$ cat src/rtl/strontium_mem_pkg.sv
// Shared types for the data-memory write path: buffer depth default and entry layout.
// Entries hold word addresses only; byte offsets are never stored.
package strontium_mem_pkg;

    localparam int WB_DEPTH = 4;
    localparam int WB_AW    = 32;
    localparam int WB_DW    = 32;
    localparam int WB_WAW   = WB_AW - 2;

    typedef struct packed {
        logic [WB_WAW-1:0] addr;
        logic [WB_DW-1:0]  data;
    } wb_entry_t;

endpackage

$ cat src/rtl/wbuf_fwd_match.sv
// Combinational youngest-hit select over the write-buffer entries.
// Latency 0; no flow control, pure lookup.
module wbuf_fwd_match
    import strontium_mem_pkg::*;
#(
    parameter int DEPTH = WB_DEPTH,
    localparam int PW   = $clog2(DEPTH)
) (
    input  wb_entry_t         entries_i [DEPTH],
    input  logic [DEPTH-1:0]  valid_i,
    input  logic [PW-1:0]     wr_ptr_i,
    input  logic [WB_WAW-1:0] qaddr_i,
    output logic              hit_o,
    output logic [WB_DW-1:0]  data_o
);

    logic [PW-1:0] idx;

    // Walk backwards from the slot just behind wr_ptr so the first hit is the youngest store.
    always_comb begin
        hit_o  = 1'b0;
        data_o = '0;
        idx    = '0;
        for (int k = 1; k <= DEPTH; k++) begin
            idx = wr_ptr_i - PW'(k);
            if (!hit_o && valid_i[idx] && (entries_i[idx].addr == qaddr_i)) begin
                hit_o  = 1'b1;
                data_o = entries_i[idx].data;
            end
        end
    end

endmodule

$ cat src/rtl/dmem_write_buffer.sv
// Posted-write FIFO between Core stores and the memory write channel, with load forwarding.
// Store visible on bus 1 cycle after issue; pause only when a store meets a full buffer.
module dmem_write_buffer
    import strontium_mem_pkg::*;
#(
    parameter int DEPTH = WB_DEPTH,
    parameter int AW    = WB_AW,
    parameter int DW    = WB_DW
) (
    input  logic          clk,
    input  logic          reset,
    input  logic          core_we,
    input  logic [AW-1:0] core_addr,
    input  logic [DW-1:0] core_wdata,
    input  logic [AW-1:0] core_fetch_addr,
    output logic [DW-1:0] core_rdata,
    output logic          pause,
    output logic [AW-1:0] mem_raddr,
    input  logic [DW-1:0] mem_rdata,
    output logic          mem_wvalid,
    output logic [AW-1:0] mem_waddr,
    output logic [DW-1:0] mem_wdata,
    input  logic          mem_wready,
    output logic          empty
);

    localparam int PW = $clog2(DEPTH);
    localparam int CW = PW + 1;

    wb_entry_t        entry_q [DEPTH];
    logic [PW-1:0]    wr_ptr_q, wr_ptr_d;
    logic [PW-1:0]    rd_ptr_q, rd_ptr_d;
    logic [CW-1:0]    count_q, count_d;
    logic             full;
    logic             enq;
    logic             deq;
    logic [DEPTH-1:0] valid_mask;
    logic             fwd_hit;
    logic [DW-1:0]    fwd_data;
    logic             addr_lo_unused;

    assign full  = (count_q == CW'(DEPTH));
    assign empty = (count_q == '0);
    assign enq   = core_we & ~full;
    assign deq   = ~empty & mem_wready;
    assign pause = core_we & full;

    // Low address bits select bytes within a word and play no part in matching.
    assign addr_lo_unused = ^core_addr[1:0];

    always_comb begin
        wr_ptr_d = wr_ptr_q;
        rd_ptr_d = rd_ptr_q;
        count_d  = count_q;
        if (enq) begin
            wr_ptr_d = wr_ptr_q + PW'(1);
        end
        if (deq) begin
            rd_ptr_d = rd_ptr_q + PW'(1);
        end
        case ({enq, deq})
            2'b10:   count_d = count_q + CW'(1);
            2'b01:   count_d = count_q - CW'(1);
            default: count_d = count_q;
        endcase
    end

    always_ff @(posedge clk) begin
        if (reset) begin
            wr_ptr_q <= '0;
            rd_ptr_q <= '0;
            count_q  <= '0;
        end else begin
            wr_ptr_q <= wr_ptr_d;
            rd_ptr_q <= rd_ptr_d;
            count_q  <= count_d;
        end
    end

    // Entry payloads need no reset; occupancy is tracked solely by the pointers and count.
    always_ff @(posedge clk) begin
        if (enq) begin
            entry_q[wr_ptr_q] <= '{addr: core_addr[AW-1:2], data: core_wdata};
        end
    end

    // A slot is live when its distance from the head is below the occupancy.
    always_comb begin
        valid_mask = '0;
        for (int i = 0; i < DEPTH; i++) begin
            valid_mask[i] = ({1'b0, PW'(i) - rd_ptr_q} < count_q);
        end
    end

    wbuf_fwd_match #(
        .DEPTH (DEPTH)
    ) u_fwd_match (
        .entries_i (entry_q),
        .valid_i   (valid_mask),
        .wr_ptr_i  (wr_ptr_q),
        .qaddr_i   (core_fetch_addr[AW-1:2]),
        .hit_o     (fwd_hit),
        .data_o    (fwd_data)
    );

    assign core_rdata = fwd_hit ? fwd_data : mem_rdata;
    assign mem_raddr  = core_fetch_addr;

    // Drain outputs come straight from registered state, so mem_wready never reaches them.
    assign mem_wvalid = ~empty;
    assign mem_waddr  = {entry_q[rd_ptr_q].addr, 2'b00};
    assign mem_wdata  = entry_q[rd_ptr_q].data;

endmodule

$ cat config.mk
export PLATFORM = sky130hd
export DESIGN_NAME = dmem_write_buffer
export DESIGN_NICKNAME = d
export VERILOG_FILES = /design/src/rtl/strontium_mem_pkg.sv /design/src/rtl/wbuf_fwd_match.sv /design/src/rtl/dmem_write_buffer.sv
export SDC_FILE = /design/constraint.sdc
export NUM_CORES = 1
export LEC_CHECK = 0
export ABC_CLOCK_PERIOD_IN_PS = 5260
export CORE_ASPECT_RATIO = 1.25
export CORE_MARGIN = 2
export CORE_UTILIZATION = 50
export CTS_BUF_LIST = sky130_fd_sc_hd__clkbuf_8
export CTS_CLUSTER_SIZE = 24
export DETAILED_ROUTE_END_ITERATION = 10
export PLACE_DENSITY = 0.77
export SYNTH_ARGS = -nofsm -noshare
export SYNTH_HDL_FRONTEND = slang
export SYNTH_SLANG_ARGS = --single-unit
$ cat constraint.sdc
create_clock -name clk -period 5.26 [get_ports clk]
set_clock_uncertainty 0.2 [all_clocks]
set_input_delay 0.789 -clock clk [delete_from_list [all_inputs] [get_ports clk]]
set_output_delay 0.789 -clock clk [all_outputs]
set_load 0.01 [all_outputs]
Yosys cells after proc, flatten, opt, wreduce, memory -nomap -nowiden
Cells that the tools add are included.
- register bits after elaboration: 255
- bitwise operators: 10
- reduce and logical (&&, ||, !) cells: 13
- equal/unequal tests: 7
- order comparisons: 14
- add/sub/neg operators: 11
- multiplexer cells: 36
- operators with widths (cell ; number):
    2-to-1 mux 62 bit ; 11
    binary-select mux 62 bit (select 2 bit) ; 5
    bitwise mux 248 bit ; 1
    2-to-1 mux 32 bit ; 5
    demux 62 bit (select 2 bit) ; 1
    == test 30 bit ; 4
    greater-or-equal comparator 3 bit (second input constant) ; 5
    NOT 2 -> 3 bit ; 5
    less-than comparator 2 x 3 -> 1 bit ; 4
    less-than comparator 2 x 3 -> 1 bit (second input constant) ; 4
    binary-select mux 1 bit (select 2 bit) ; 4
    logical AND 1 bit ; 8
    2-to-1 mux 1 bit ; 8
    one-hot mux 3 bit (2 select lines) ; 1
    adder 2 x 1 -> 2 bit (second input constant) ; 2
    subtractor 1 x 2 -> 2 bit (first input constant) ; 2
    subtractor 2 bit (first input constant) ; 2
    subtractor 2 bit (second input constant) ; 2
    adder 3 x 1 -> 3 bit (second input constant) ; 1
    bitwise AND 1 bit ; 3
    == test 3 bit (second input constant) ; 1
    logical NOT 1 bit ; 3
    logical NOT 3 bit ; 1
    less-than comparator 3 x 1 -> 1 bit (second input constant) ; 1
    6 further kinds ; 7

Logic depth before layout (Yosys ltp)
- depth after elaboration: 21
- gate-level depth with buffers: 21
- depth with buffers taken out: 10

By module
Synthesis repeated with hierarchy kept, for this count alone.
- cells, all modules: 1597
- area total of the unflattened synthesis: 18793.0 um2
- by module, submodules not included (module ; instances ; cells each ; area an instance (um2)):
    dmem_write_buffer ; 1 ; 466 ; 10176.0
    wbuf_fwd_match ; 1 ; 1131 ; 8617.0

Worst setup path after synthesis
OpenSTA, ideal clock, no wires.
- path type: register -> output
- start point: reg wr_ptr_q[1]
- end point: out core_rdata[10]
- stages on the path, launching flop included: 20
- setup slack: -0.501 ns
- path buffers: 9
- arrival time: 4.772 ns
- required time: 4.271 ns
- cell sequence: dfxtp_1 buf_2 buf_2 buf_1 clkbuf_1 buf_1 inv_1 ha_1 buf_2 buf_2 mux4_2 xnor2_1 nand2_1 a2111oi_0 o2111a_1 nand4_1 or2_1 buf_2 buf_4 o221a_2
- longest elaborated chain between the ends: 21
- ends and longest elaborated chain (what ; RTL line ; source):
    start: declaration ; dmem_write_buffer.sv:31 ; logic [PW-1:0] wr_ptr_q, wr_ptr_d;
    start signal: assignment ; dmem_write_buffer.sv:74 ; wr_ptr_q <= wr_ptr_d;
    subtractor 2 x 1 -> 2 bit ; wbuf_fwd_match.sv:25 ; idx = wr_ptr_i - PW'(k);
    NOT 2 -> 3 bit (not written as such) ; wbuf_fwd_match.sv:26, wbuf_fwd_match.sv:28 ;
    binary-select mux 62 bit (select 2 bit) ; wbuf_fwd_match.sv:26, wbuf_fwd_match.sv:28 ;
    2-to-1 mux 62 bit (not written as such) (2 in a row) ; wbuf_fwd_match.sv:26 ; if (!hit_o && valid_i[idx] && (entries_i[idx].addr == qaddr_i)) begin
    == test 30 bit ; wbuf_fwd_match.sv:26 ;
    logical AND 1 bit ; wbuf_fwd_match.sv:26 ;
    2-to-1 mux 1 bit ; wbuf_fwd_match.sv:26 ;
    logical NOT 1 bit ; wbuf_fwd_match.sv:26 ;
    logical AND 1 bit (2 in a row) ; wbuf_fwd_match.sv:26 ;
    2-to-1 mux 1 bit ; wbuf_fwd_match.sv:26 ;
    logical NOT 1 bit ; wbuf_fwd_match.sv:26 ;
    logical AND 1 bit (2 in a row) ; wbuf_fwd_match.sv:26 ;
    2-to-1 mux 1 bit ; wbuf_fwd_match.sv:26 ;
    logical NOT 1 bit ; wbuf_fwd_match.sv:26 ;
    logical AND 1 bit (2 in a row) ; wbuf_fwd_match.sv:26 ;
    2-to-1 mux 32 bit / 2-to-1 mux 1 bit (equally long branches) ; wbuf_fwd_match.sv:26 ;
    2-to-1 mux 32 bit (*) ; dmem_write_buffer.sv:106 ; assign core_rdata = fwd_hit ? fwd_data : mem_rdata;
    end: declaration ; dmem_write_buffer.sv:16 ; output logic [DW-1:0] core_rdata,
Mark *: on every way between the ends. The rest lies on a longest branch, timed or not. The select of a mux whose other input is x is not followed.

Worst setup path in the final report
- start point: reg wr_ptr_q[0]
- end point: out core_rdata[7]
The elaborated chain is that of the path after synthesis.

==> results.toml <==
[clock_tree]
worstSkewPairLatency_ns = 0.55
ctsHtreeMaxLevel = 2
cts.sink_count = 255
clk_pin_slew_worst_paths_ns = 0.06
max-clock-path-buffers = 3
postCtsHoldBufs = 0
clk_root_buffer_cell = "sky130_fd_sc_hd__clkbuf_8"
cts_made_buffers = 42
cts_tree = "built"

[outcome]
violations = "setup timing"
outcome = "complete, but fails checks"

[sta]
worst_slew_pin_slew_ns = 1.001
timing.final.setup_violations = 2
hold-worst-slack_ns = 0.3560
fin_setup_tns_ns = -0.01596
rsz0062_at_grt = "yes"
drv_slew = 0
worst_case_headroom_to_the_max_slew_limit = 0.3325
final_period_minus_worst_setup_slack_ns = 5.268
timing_hold_violations_final = 0
finalWorstSetupSlack_ns = -0.008042
max_freq_mhz = 189.8
finalCritPeriodShare = 1.002

[synth]
area_share_of_the_largest_cell_type_after_synthesis = 0.4109
main_combinational_cell_family_by_area_after_synthesis = "multiplexers"
mappedNetlistArea_mm2 = 0.01812
synth_compound_area_frac = 0.06475
synth-seq-cells = 255
netlist_instances = 1227
synth-simple-area-share = 0.04653
synth_top_cells_by_area = "sky130_fd_sc_hd__edfxtp_1 (41%), sky130_fd_sc_hd__mux4_2 (27%), sky130_fd_sc_hd__xnor2_1 (4.9%), sky130_fd_sc_hd__mux2i_1 (4.3%), sky130_fd_sc_hd__mux2_2 (4.1%)"
synth.cells.most_frequent = "sky130_fd_sc_hd__edfxtp_1 (248), sky130_fd_sc_hd__mux4_2 (216), sky130_fd_sc_hd__xnor2_1 (101)"
synth.largest_area_cell = "sky130_fd_sc_hd__edfxtp_1"
ys_async_rst_share = 0
yosysWarnings = 0
post_synth_edffs = 248
yosys.cell_types.count = 52
seq_area_frac_synth = 0.4186
postSynth.topFlopCell = "sky130_fd_sc_hd__edfxtp_1"
synth_adder_area_share = 0.007317
muxShareOfSynthArea = 0.3519
synth_most_common_cell = "sky130_fd_sc_hd__edfxtp_1"
synth-xor-area-share = 0.06234
syn-mean-instance-area_um2 = 14.77

[final_layout]
final_area_mm2 = 0.02335
final_core_utilization = 0.6568
finalNetCount = 1648
area_growth_syn_to_layout_pct = 28.82
drive_gt1_frac = 0.4003

[routing]
dr_total_vias = 13270
wire_per_inst_um = 27.10
firstDrtPassIters = 5
remaining_drc_errors = 0
detail_route.wirelength_um = 54480
drt_iter0_drc = 1144
drt.antenna.violating_nets = 0
avgViaCountPerCell = 6.603

[floorplan]
chipWidth_um = 174.3
core-area_mm2 = 0.03555
num_io_pins = 263
die_area_mm2 = 0.03780
starting_utilization_of_the_core_area = 0.5098
placementRows = 77
die_height_um = 216.9

[critical_path]
nature_of_the_critical_path_endpoint = "output port"
cp.arrival_ns = 4.28
crit_path_start_kind = "flop"
critical_path_maximum_fanout = 8
timing.setup.critical_path_class = "reg2out"
critPathRequiredTime_ns = 4.27

[placement]
dpl_cell_area_mm2 = 0.02132
detailed_place_hpwl_um = 34320
numPortBuffers = 254
gp_congestion = 0.9307

[job]
cap_viol_max_count = 0

[grt]
initial_antenna_violation_count = 5
groute.usage.overall = 0.2805
grt_max_degree = 132
global_route_wire_length_before_repair_um = 80360
global_route.overflow_total = 0
grt_pass1_vias = 13620

[hold_path]
holdCritPathClass = "reg2reg"

[power]
power_density_over_the_cells_mw_per_mm2 = 371.2
max-vdd-ir-drop_v = 0.0002756
leakage_nw = 7.770
power_mw = 8.667
## cells by family (layout without fill, tap and decap cells)
family | Yosys count | after routing
adder cells (fa/ha/maj) | 10 | 10
other | 1 | 4
AND/OR/NAND/NOR | 178 | 178
XOR/XNOR | 129 | 129
AO/OA/AOI/OAI | 135 | 135
buffers and inverters | 160 | 466
multiplexers | 359 | 359
flip-flops | 255 | 255
## per-stage QoR
step | cells | setup WS, ns
after global routing | 2010 | -0.1243
after global placement | 1893 | -0.06181
final | 2010 | -0.008042
after floorplan | 1228 | 0.002764
after detailed placement | 1893 | -0.1287
after CTS | 1996 | -0.06069
## layout by cell type (no fill, tap or decap), types with 5 or more instances in the layout
cell and n:
sky130_fd_sc_hd__edfxtp_1 248, sky130_fd_sc_hd__clkdlybuf4s50_1 222, sky130_fd_sc_hd__mux4_2 216, sky130_fd_sc_hd__xnor2_1 95
sky130_fd_sc_hd__buf_4 87, sky130_fd_sc_hd__nor2_1 79, sky130_fd_sc_hd__mux2i_1 76, sky130_fd_sc_hd__mux2_2 66
sky130_fd_sc_hd__clkbuf_8 45, sky130_fd_sc_hd__buf_6 35, sky130_fd_sc_hd__o21a_1 31, sky130_fd_sc_hd__xor2_1 25
sky130_fd_sc_hd__inv_1 21, sky130_fd_sc_hd__nor3_2 21, sky130_fd_sc_hd__a2bb2oi_2 21, sky130_fd_sc_hd__o221a_4 18
sky130_fd_sc_hd__nand4_1 16, sky130_fd_sc_hd__o221a_2 14, sky130_fd_sc_hd__buf_12 14, sky130_fd_sc_hd__nand2_1 12
sky130_fd_sc_hd__a2bb2oi_1 10, sky130_fd_sc_hd__clkinv_1 10, sky130_fd_sc_hd__buf_2 9, sky130_fd_sc_hd__a21oi_1 8
sky130_fd_sc_hd__nor3_1 8, sky130_fd_sc_hd__nor4_1 8, sky130_fd_sc_hd__ha_1 8, sky130_fd_sc_hd__a211oi_1 6
sky130_fd_sc_hd__nor3_4 6, sky130_fd_sc_hd__xnor2_2 5, sky130_fd_sc_hd__nor4_2 5
## flip-flops by register name, indices dropped and copies added, names as in the netlist
register / flops
rd_ptr_q: 2
count_q: 3
wr_ptr_q: 2
entry_q: 248
## path summary, 6_finish.rpt
check | startpoint | to | slack, ns | depth (start not counted)
max | wr_ptr_q[0] | core_rdata[7] | -0.008 | 15
max reg2reg | wr_ptr_q[1] | entry_q[11] | 1.89 | 5
min | count_q[1] | count_q[1] | 0.36 | 2
min reg2reg | count_q[1] | count_q[1] | 0.36 | 2
## power by group
part	switching (mW)	internal, mW	total [mW]
Sequential	0.180	2.48	2.66
Clock	0.768	0.831	1.60
Combinational	2.09	2.32	4.41
## per-layer routing
metal  part of all wire  track usage
met5            0.00084            0
met4              0.046       0.1277
met3              0.099      0.06604
met2               0.51       0.4872
met1               0.34       0.3314
## critical path: stages (launching register included)
cell and delay (ns):
sky130_fd_sc_hd__dfxtp_4 0.38, sky130_fd_sc_hd__inv_4 0.05, sky130_fd_sc_hd__ha_4 0.29, sky130_fd_sc_hd__buf_12 0.16, sky130_fd_sc_hd__buf_6 0.12, sky130_fd_sc_hd__mux4_2 0.35, sky130_fd_sc_hd__xnor2_4 0.19, sky130_fd_sc_hd__nor4_4 0.32
sky130_fd_sc_hd__nand4_1 0.17, sky130_fd_sc_hd__or4_4 0.58, sky130_fd_sc_hd__nand4_1 0.19, sky130_fd_sc_hd__buf_4 0.13, sky130_fd_sc_hd__nand2b_4 0.21, sky130_fd_sc_hd__buf_6 0.18, sky130_fd_sc_hd__o221a_2 0.20, sky130_fd_sc_hd__clkdlybuf4s15_2 0.22
## final cells by class
cell class / instances / area (µm²)
clock buffer: 45 / 619.3
tap: 474 / 593.1
inverter: 12 / 51.30
timing repair buffer: 382 / 3943
clock inverter: 27 / 135.1
fill: 2461 / 12200
sequential: 255 / 7602
antenna: 2 / 5.005
multi-input combinational: 813 / 10400
## timing repair
item	CTS	global route
endpoints found under the setup margin	32	32
gates cloned	5	6
pin swaps	27	29
gates resized for setup	182	104
setup buffers	27	8
(Power assumes the default switching activity.)
